[src/rtl/alu_mdu_control.sv]
// EX-stage ALU control decoder with a sequenced RV M-extension multiply/divide engine.
// Base ops decode combinationally; M ops stall the pipeline until the engine finishes.
module alu_mdu_control #(
   parameter int unsigned XLEN     = 32,
   parameter bit          ENABLE_M = 1'b1
) (
   input  logic            clk,
   input  logic            rst_n,
   input  logic            in_valid,
   input  logic            flush,
   input  logic [1:0]      ALUOp,
   input  logic [2:0]      F3,
   input  logic            b,
   input  logic            m,
   input  logic [XLEN-1:0] op_a,
   input  logic [XLEN-1:0] op_b,
   output logic [3:0]      ALU_Sel,
   output logic            is_mdu,
   output logic            stall,
   output logic            mdu_done,
   output logic [XLEN-1:0] mdu_result
);

   localparam logic [3:0] ALU_ADD  = 4'd0;
   localparam logic [3:0] ALU_SUB  = 4'd1;
   localparam logic [3:0] ALU_SLL  = 4'd2;
   localparam logic [3:0] ALU_SLT  = 4'd3;
   localparam logic [3:0] ALU_SLTU = 4'd4;
   localparam logic [3:0] ALU_XOR  = 4'd5;
   localparam logic [3:0] ALU_SRL  = 4'd6;
   localparam logic [3:0] ALU_SRA  = 4'd7;
   localparam logic [3:0] ALU_OR   = 4'd8;
   localparam logic [3:0] ALU_AND  = 4'd9;

   localparam int unsigned CW = $clog2(XLEN) + 1;

   typedef enum logic [1:0] {ST_IDLE, ST_MUL, ST_DIV, ST_DONE} state_t;

   state_t                state_q, state_d;
   logic [CW-1:0]         cnt_q, cnt_d;
   logic [2:0]            op_q, op_d;
   logic                  neg_q, neg_d;
   logic [2*XLEN-1:0]     acc_q, acc_d;
   logic [XLEN-1:0]       mcand_q, mcand_d;
   logic [XLEN-1:0]       result_q, result_d;

   logic                  accept;
   logic                  a_sgn, b_sgn, a_neg, b_neg;
   logic [XLEN-1:0]       a_mag, b_mag;
   logic                  div_zero, div_ovf, special;
   logic [XLEN-1:0]       special_res;
   logic [XLEN:0]         mul_sum, div_trial;
   logic [2*XLEN-1:0]     mul_step, div_step, prod_fin;
   logic [XLEN-1:0]       div_sel, mul_res, div_res;

   // Base decode; M ops force ADD so the ALU path stays benign
   always_comb begin
      is_mdu  = ENABLE_M & (ALUOp == 2'b10) & m;
      ALU_Sel = ALU_ADD;
      case (ALUOp)
         2'b00: ALU_Sel = ALU_ADD;
         2'b01: ALU_Sel = ALU_SUB;
         default: begin
            case (F3)
               3'b000:  ALU_Sel = (b && ALUOp == 2'b10) ? ALU_SUB : ALU_ADD;
               3'b001:  ALU_Sel = ALU_SLL;
               3'b010:  ALU_Sel = ALU_SLT;
               3'b011:  ALU_Sel = ALU_SLTU;
               3'b100:  ALU_Sel = ALU_XOR;
               3'b101:  ALU_Sel = b ? ALU_SRA : ALU_SRL;
               3'b110:  ALU_Sel = ALU_OR;
               default: ALU_Sel = ALU_AND;
            endcase
         end
      endcase
      if (is_mdu) ALU_Sel = ALU_ADD;
   end

   always_comb begin
      accept      = in_valid & is_mdu & ~flush;
      a_sgn       = (F3 == 3'b001) | (F3 == 3'b010) | (F3 == 3'b100) | (F3 == 3'b110);
      b_sgn       = (F3 == 3'b001) | (F3 == 3'b100) | (F3 == 3'b110);
      a_neg       = a_sgn & op_a[XLEN-1];
      b_neg       = b_sgn & op_b[XLEN-1];
      a_mag       = a_neg ? -op_a : op_a;
      b_mag       = b_neg ? -op_b : op_b;
      div_zero    = F3[2] & (op_b == '0);
      div_ovf     = F3[2] & ~F3[0] & (op_a == {1'b1, {(XLEN-1){1'b0}}}) & (op_b == '1);
      special     = div_zero | div_ovf;
      special_res = div_zero ? (F3[1] ? op_a : '1) : (F3[1] ? '0 : op_a);
   end

   // One iteration of shift-add multiply and restoring divide on acc_q
   always_comb begin
      mul_sum   = {1'b0, acc_q[2*XLEN-1:XLEN]} + {1'b0, mcand_q};
      mul_step  = acc_q[0] ? {mul_sum, acc_q[XLEN-1:1]} : {1'b0, acc_q[2*XLEN-1:1]};
      div_trial = {acc_q[2*XLEN-1:XLEN], acc_q[XLEN-1]} - {1'b0, mcand_q};
      div_step  = div_trial[XLEN] ? {acc_q[2*XLEN-2:0], 1'b0}
                                  : {div_trial[XLEN-1:0], acc_q[XLEN-2:0], 1'b1};
      prod_fin  = neg_q ? -mul_step : mul_step;
      mul_res   = (op_q[1:0] == 2'b00) ? prod_fin[XLEN-1:0] : prod_fin[2*XLEN-1:XLEN];
      div_sel   = op_q[1] ? div_step[2*XLEN-1:XLEN] : div_step[XLEN-1:0];
      div_res   = neg_q ? -div_sel : div_sel;
   end

   always_ff @(posedge clk) begin
      if (!rst_n) begin
         state_q  <= ST_IDLE;
         cnt_q    <= '0;
         op_q     <= '0;
         neg_q    <= 1'b0;
         acc_q    <= '0;
         mcand_q  <= '0;
         result_q <= '0;
      end else begin
         state_q  <= state_d;
         cnt_q    <= cnt_d;
         op_q     <= op_d;
         neg_q    <= neg_d;
         acc_q    <= acc_d;
         mcand_q  <= mcand_d;
         result_q <= result_d;
      end
   end

   always_comb begin
      state_d = state_q;
      case (state_q)
         ST_IDLE: begin
            if (accept) begin
               if (special)    state_d = ST_DONE;
               else if (F3[2]) state_d = ST_DIV;
               else            state_d = ST_MUL;
            end
         end
         ST_MUL, ST_DIV: begin
            if (flush)                    state_d = ST_IDLE;
            else if (cnt_q == CW'(1))     state_d = ST_DONE;
         end
         default: state_d = ST_IDLE;
      endcase
   end

   always_comb begin
      cnt_d    = cnt_q;
      op_d     = op_q;
      neg_d    = neg_q;
      acc_d    = acc_q;
      mcand_d  = mcand_q;
      result_d = result_q;
      case (state_q)
         ST_IDLE: begin
            if (accept) begin
               op_d    = F3;
               neg_d   = (F3[2] & F3[1]) ? a_neg : (a_neg ^ b_neg);
               cnt_d   = special ? '0 : CW'(XLEN);
               acc_d   = F3[2] ? {{XLEN{1'b0}}, a_mag} : {{XLEN{1'b0}}, b_mag};
               mcand_d = F3[2] ? b_mag : a_mag;
               if (special) result_d = special_res;
            end
         end
         ST_MUL, ST_DIV: begin
            if (flush) begin
               cnt_d = '0;
            end else begin
               cnt_d = cnt_q - CW'(1);
               acc_d = (state_q == ST_MUL) ? mul_step : div_step;
               if (cnt_q == CW'(1))
                  result_d = (state_q == ST_MUL) ? mul_res : div_res;
            end
         end
         default: ;
      endcase
   end

   always_comb begin
      stall      = rst_n & ((state_q == ST_IDLE & accept) | state_q == ST_MUL | state_q == ST_DIV);
      mdu_done   = (state_q == ST_DONE) & ~flush;
      mdu_result = result_q;
   end

endmodule

[config.mk]
export PLATFORM = sky130hd
export DESIGN_NAME = alu_mdu_control
export DESIGN_NICKNAME = d
export VERILOG_FILES = /design/src/rtl/alu_mdu_control.sv
export SDC_FILE = /design/constraint.sdc
export NUM_CORES = 1
export LEC_CHECK = 0
export CAP_MARGIN = 10
export CORE_UTILIZATION = 40
export DETAILED_ROUTE_END_ITERATION = 10
export PLACE_DENSITY_LB_ADDON = 0.1
export SETUP_SLACK_MARGIN = 0.1
export SYNTH_ARGS = -nofsm -noshare
export SYNTH_HDL_FRONTEND = slang
export SYNTH_SLANG_ARGS = --single-unit
[constraint.sdc]
create_clock -name clk -period 5.2 [get_ports clk]
set_input_delay 1.3 -clock clk [delete_from_list [all_inputs] [get_ports clk]]
set_output_delay 1.3 -clock clk [all_outputs]
set_load 0.05 [all_outputs]
==> impl_metrics.csv <==
group,metric,value,unit
status,outcome,"completed",
detailed_routing,drtAntennaViolNets,0,
yosys,yosysWarningCount,0,
detailed_routing,detailedRoute.firstPassIterationCount,7,
sta,maxSlewViolCount,0,
cells_and_area,layout-drive-gt1-share,9.85,%
yosys,syn_nets,2835,
power_and_ir_drop,total_leakage_power,7.84,nW
yosys,netlist_cell_types,109,
floorplanning,floorplan.initialDensity,40.7,%
yosys,yosysSeqAreaShare,15.4,%
power_and_ir_drop,power.ir.vdd_worst,0.428,mV
run,maxCapViolations,0,
clocking,tritoncts_clock_tree,"yes",
yosys,syn_inst,2682,
sta,worst_pin_slew,0.997,ns
setup_path,worst-endpoint-arrival,5.33,ns
setup_path,r2r-end,"mdu_result[31]",
clocking,post_cts_setup_buffer_count,0,
global_route,grt_util_all_layers,34.1,%
sta,post-route-min-period,4.97,ns
sta,worst_slew_margin_rel,32.8,%
place,numPlacedInstances,3333,
place,final_replace_weighted_congestion,0.998,
global_route,antenna_found_initial,1,
cells_and_area,area_growth,15.5,%
sta,post-route-period-util,95.6,%
worst_hold_path,path_type_of_the_worst_min_delay_path,"flip-flop to flip-flop",
floorplanning,die_w,215,um
cells_and_area,final_core_utilization,47.0,%
detailed_routing,routed_wire_length_per_instance,24.1,um
yosys,synthTopCellsByCount,"326 x sky130_fd_sc_hd__nor2_1, 299 x sky130_fd_sc_hd__nand2_1, 246 x sky130_fd_sc_hd__a21oi_1",
yosys,syn_area,0.0181,mm^2
yosys,count_leader_synth,"sky130_fd_sc_hd__nor2_1",
setup_path,timing.critical_path.fanout_max,9,
setup_path,timing.rr.start,"mcand_q[3]",
worst_hold_path,worst_hold_endpoint,"mdu_result[1]",
sta,final.setup.tns,0,ns
floorplanning,core-area,0.0444,mm^2
detailed_routing,vias_per_cell,6.37,
yosys,area_share_of_the_largest_cell_type_after_synthesis,15.4,%
clocking,clock_pin_transition_on_the_worst_setup_and_hold_timing_paths,0.07,ns
sta,final_hold_viol_count,0,
yosys,number_of_enable_type_register_cells_in_the_synthesized_netlist,0,
setup_path,timing.reg2reg.worst_path_depth,14,
place,dp.final_hpwl,63500,um
place,port_buffers,113,
setup_path,worstSetupPathType,"flip-flop to flip-flop",
worst_hold_path,worst_hold_stages,2,
yosys,synth_area_per_cell,6.74,um^2
power_and_ir_drop,cellPowerDensity,321,mW/mm^2
global_route,grt_overflow_total,0,
clocking,clk-insertion-delay-late,0.47,ns
global_route,grt_pass1_wl,121000,um
setup_path,critical_path.endpoint_type,"flip-flop",
worst_hold_path,min-delay-start,"mdu_result[1]",
floorplanning,std_cell_rows,77,
sta,fin_worst_skew,0.00876,ns
yosys,ys_seq_elements,139,
global_route,first_global_vias,19564,
yosys,synth.area.top_cells,"sky130_fd_sc_hd__dfxtp_1 15%, sky130_fd_sc_hd__a21oi_1 6.8%, sky130_fd_sc_hd__nor2_1 6.8%",
sta,timing.final.setup_violations,0,
floorplanning,io-pin-count,114,
setup_path,critical_path.startpoint_type,"flip-flop",
power_and_ir_drop,finalPower,6.70,mW
floorplanning,die_h,215,um
cells_and_area,final.fill_count,4578,
yosys,synth_top_flop_cell,"sky130_fd_sc_hd__dfxtp_1",
detailed_routing,detail_route.drc_violations,0,
sta,setup_repair_after_global_routing_missed_its_margin,"yes",
detailed_routing,routed_wirelength,81200,um
sta,post-route-worst-setup-slack,0.227,ns
clocking,numCtsBuffers,17,
detailed_routing,routed-via-count,21442,
clocking,cts_root_buffer,"sky130_fd_sc_hd__clkbuf_16",
cells_and_area,num-nets-final,2913,
clocking,max-clock-path-buffers,2,
cells_and_area,final-instance-count-excl-fill,3364,
cells_and_area,antenna_cells_inserted,0,
place,dpl_worst_slack,0.0269,ns
setup_path,register_to_register_setup_slack,0.23,ns
clocking,sinks_on_clock_net,139,
yosys,synth-async-reset-ratio,0,%
global_route,pin_count_of_the_biggest_net_entering_global_routing,121,
setup_path,worst_path_required_time,5.56,ns
sta,clock.fmax,201,MHz
floorplanning,die-area,0.0460,mm^2
detailed_routing,detail_route.iter0.violations,2399,
clocking,htreeDepth,4,
yosys,synth_area_leader,"sky130_fd_sc_hd__dfxtp_1",
setup_path,cp-startpoint,"mcand_q[3]",
[layout by cell type (no fill, tap or decap), types with 17 or more instances in the layout]
cell and n:
sky130_fd_sc_hd__maj3_1 29, sky130_fd_sc_hd__o21ai_0 188, sky130_fd_sc_hd__nand4_1 45, sky130_fd_sc_hd__o211ai_1 42
sky130_fd_sc_hd__nor3_1 91, sky130_fd_sc_hd__a31oi_1 26, sky130_fd_sc_hd__mux2i_1 72, sky130_fd_sc_hd__nor4_1 30
sky130_fd_sc_hd__o31ai_1 40, sky130_fd_sc_hd__and2_1 21, sky130_fd_sc_hd__nand3_1 56, sky130_fd_sc_hd__dfxtp_1 136
sky130_fd_sc_hd__clkbuf_16 17, sky130_fd_sc_hd__ha_1 74, sky130_fd_sc_hd__nand2b_1 20, sky130_fd_sc_hd__nor2b_1 18
sky130_fd_sc_hd__or3_1 35, sky130_fd_sc_hd__buf_4 155, sky130_fd_sc_hd__a21o_1 28, sky130_fd_sc_hd__a22oi_1 21
sky130_fd_sc_hd__nor2_1 322, sky130_fd_sc_hd__or4_1 18, sky130_fd_sc_hd__o21a_1 18, sky130_fd_sc_hd__a21oi_1 245
sky130_fd_sc_hd__a211oi_1 71, sky130_fd_sc_hd__clkdlybuf4s50_1 109, sky130_fd_sc_hd__and3_1 25, sky130_fd_sc_hd__xor2_1 53
sky130_fd_sc_hd__nand2_1 298, sky130_fd_sc_hd__xnor2_1 82, sky130_fd_sc_hd__inv_1 79
[state kept, by name, indices dropped and copies added, names as in the netlist]
signal / flops
acc_q: 64
mcand_q: 32
mdu_result: 32
cnt_q: 6
op_q: 2
state_q: 2
neg_q: 1
[worst max-delay path by stage]
| stage | end | slack, ns |
|---|---|---|
| after CTS | mdu_result[31] | 0.17 |
| after global routing | mdu_result[25] | 0.08 |
| after global placement | mcand_q[26] | 0.04 |
| final | mdu_result[31] | 0.23 |
| after floorplan | mdu_result[28] | 0.35 |
| after detailed placement | mcand_q[26] | 0.03 |
[cell type report]
class / instances / area [um^2] / area share (%)
clock buffer: 20 / 447 / 2.14
inverter: 82 / 310 / 1.49
tap: 592 / 741 / 3.55
clock inverter: 11 / 146 / 0.701
multi-input combinational: 2253 / 14100 / 67.7
timing repair buffer: 267 / 2310 / 11.1
sequential: 139 / 2790 / 13.4
[cell families (layout without fill, tap and decap cells)]
group           after synthesis  after routing  share of synthesized area (%)
simple gates               1055           1055                           27.8
compound gates              868            868                           31.3
buf+inv                     290            380                           6.88
flops                       139            139                           15.4
xor+xnor                    135            135                           6.54
fa+ha+maj                   107            107                           7.09
mux                          88             88                           4.99
[where the power goes]
group | switching, mW | internal (mW) | total (mW)
combinational | 2.75 | 1.43 | 4.18
clock | 0.542 | 0.762 | 1.30
sequential | 0.101 | 1.12 | 1.22
total | 3.39 | 3.31 | 6.70
[routing by layer]
metal  part of all wire (%)  track usage (%)  vias up
li1                       -                -    10020
met1                     45             47.5    10227
met2                     44             54.1     1078
met3                    7.8             4.16      117
met4                    2.8             11.6        0
met5                      0                0        -
[stage by stage]
stage	hold slack (ns)	instance area, um^2
finish	0.493	20900
CTS	0.492	20900
global route	0.514	20900
global placement	0.482	20300
floorplan	0.445	18100
detailed placement	0.483	20300
[worst max-delay path, cell delays in order (launching register included)]
cell                       delay (ns)
sky130_fd_sc_hd__dfxtp_1         0.44
sky130_fd_sc_hd__ha_1            0.39
sky130_fd_sc_hd__o21ai_0         0.23
sky130_fd_sc_hd__o21ai_0         0.59
sky130_fd_sc_hd__nand2_1         0.23
sky130_fd_sc_hd__a221oi_1        0.29
sky130_fd_sc_hd__buf_4           0.23
sky130_fd_sc_hd__and4b_2         0.27
sky130_fd_sc_hd__nand4_1         0.20
sky130_fd_sc_hd__or4_4           0.59
sky130_fd_sc_hd__or3_1           0.48
sky130_fd_sc_hd__o31ai_1         0.31
sky130_fd_sc_hd__buf_4           0.16
sky130_fd_sc_hd__a31oi_1         0.07
sky130_fd_sc_hd__or3_1           0.37
[repair_timing]
action,CTS,global route
gates resized for setup,2,3
hold endpoints to repair,0,0
hold buffers,0,0
pin swaps,0,0
setup endpoints to repair,3,10
No activity file was read; power rests on OpenSTA's default activity.
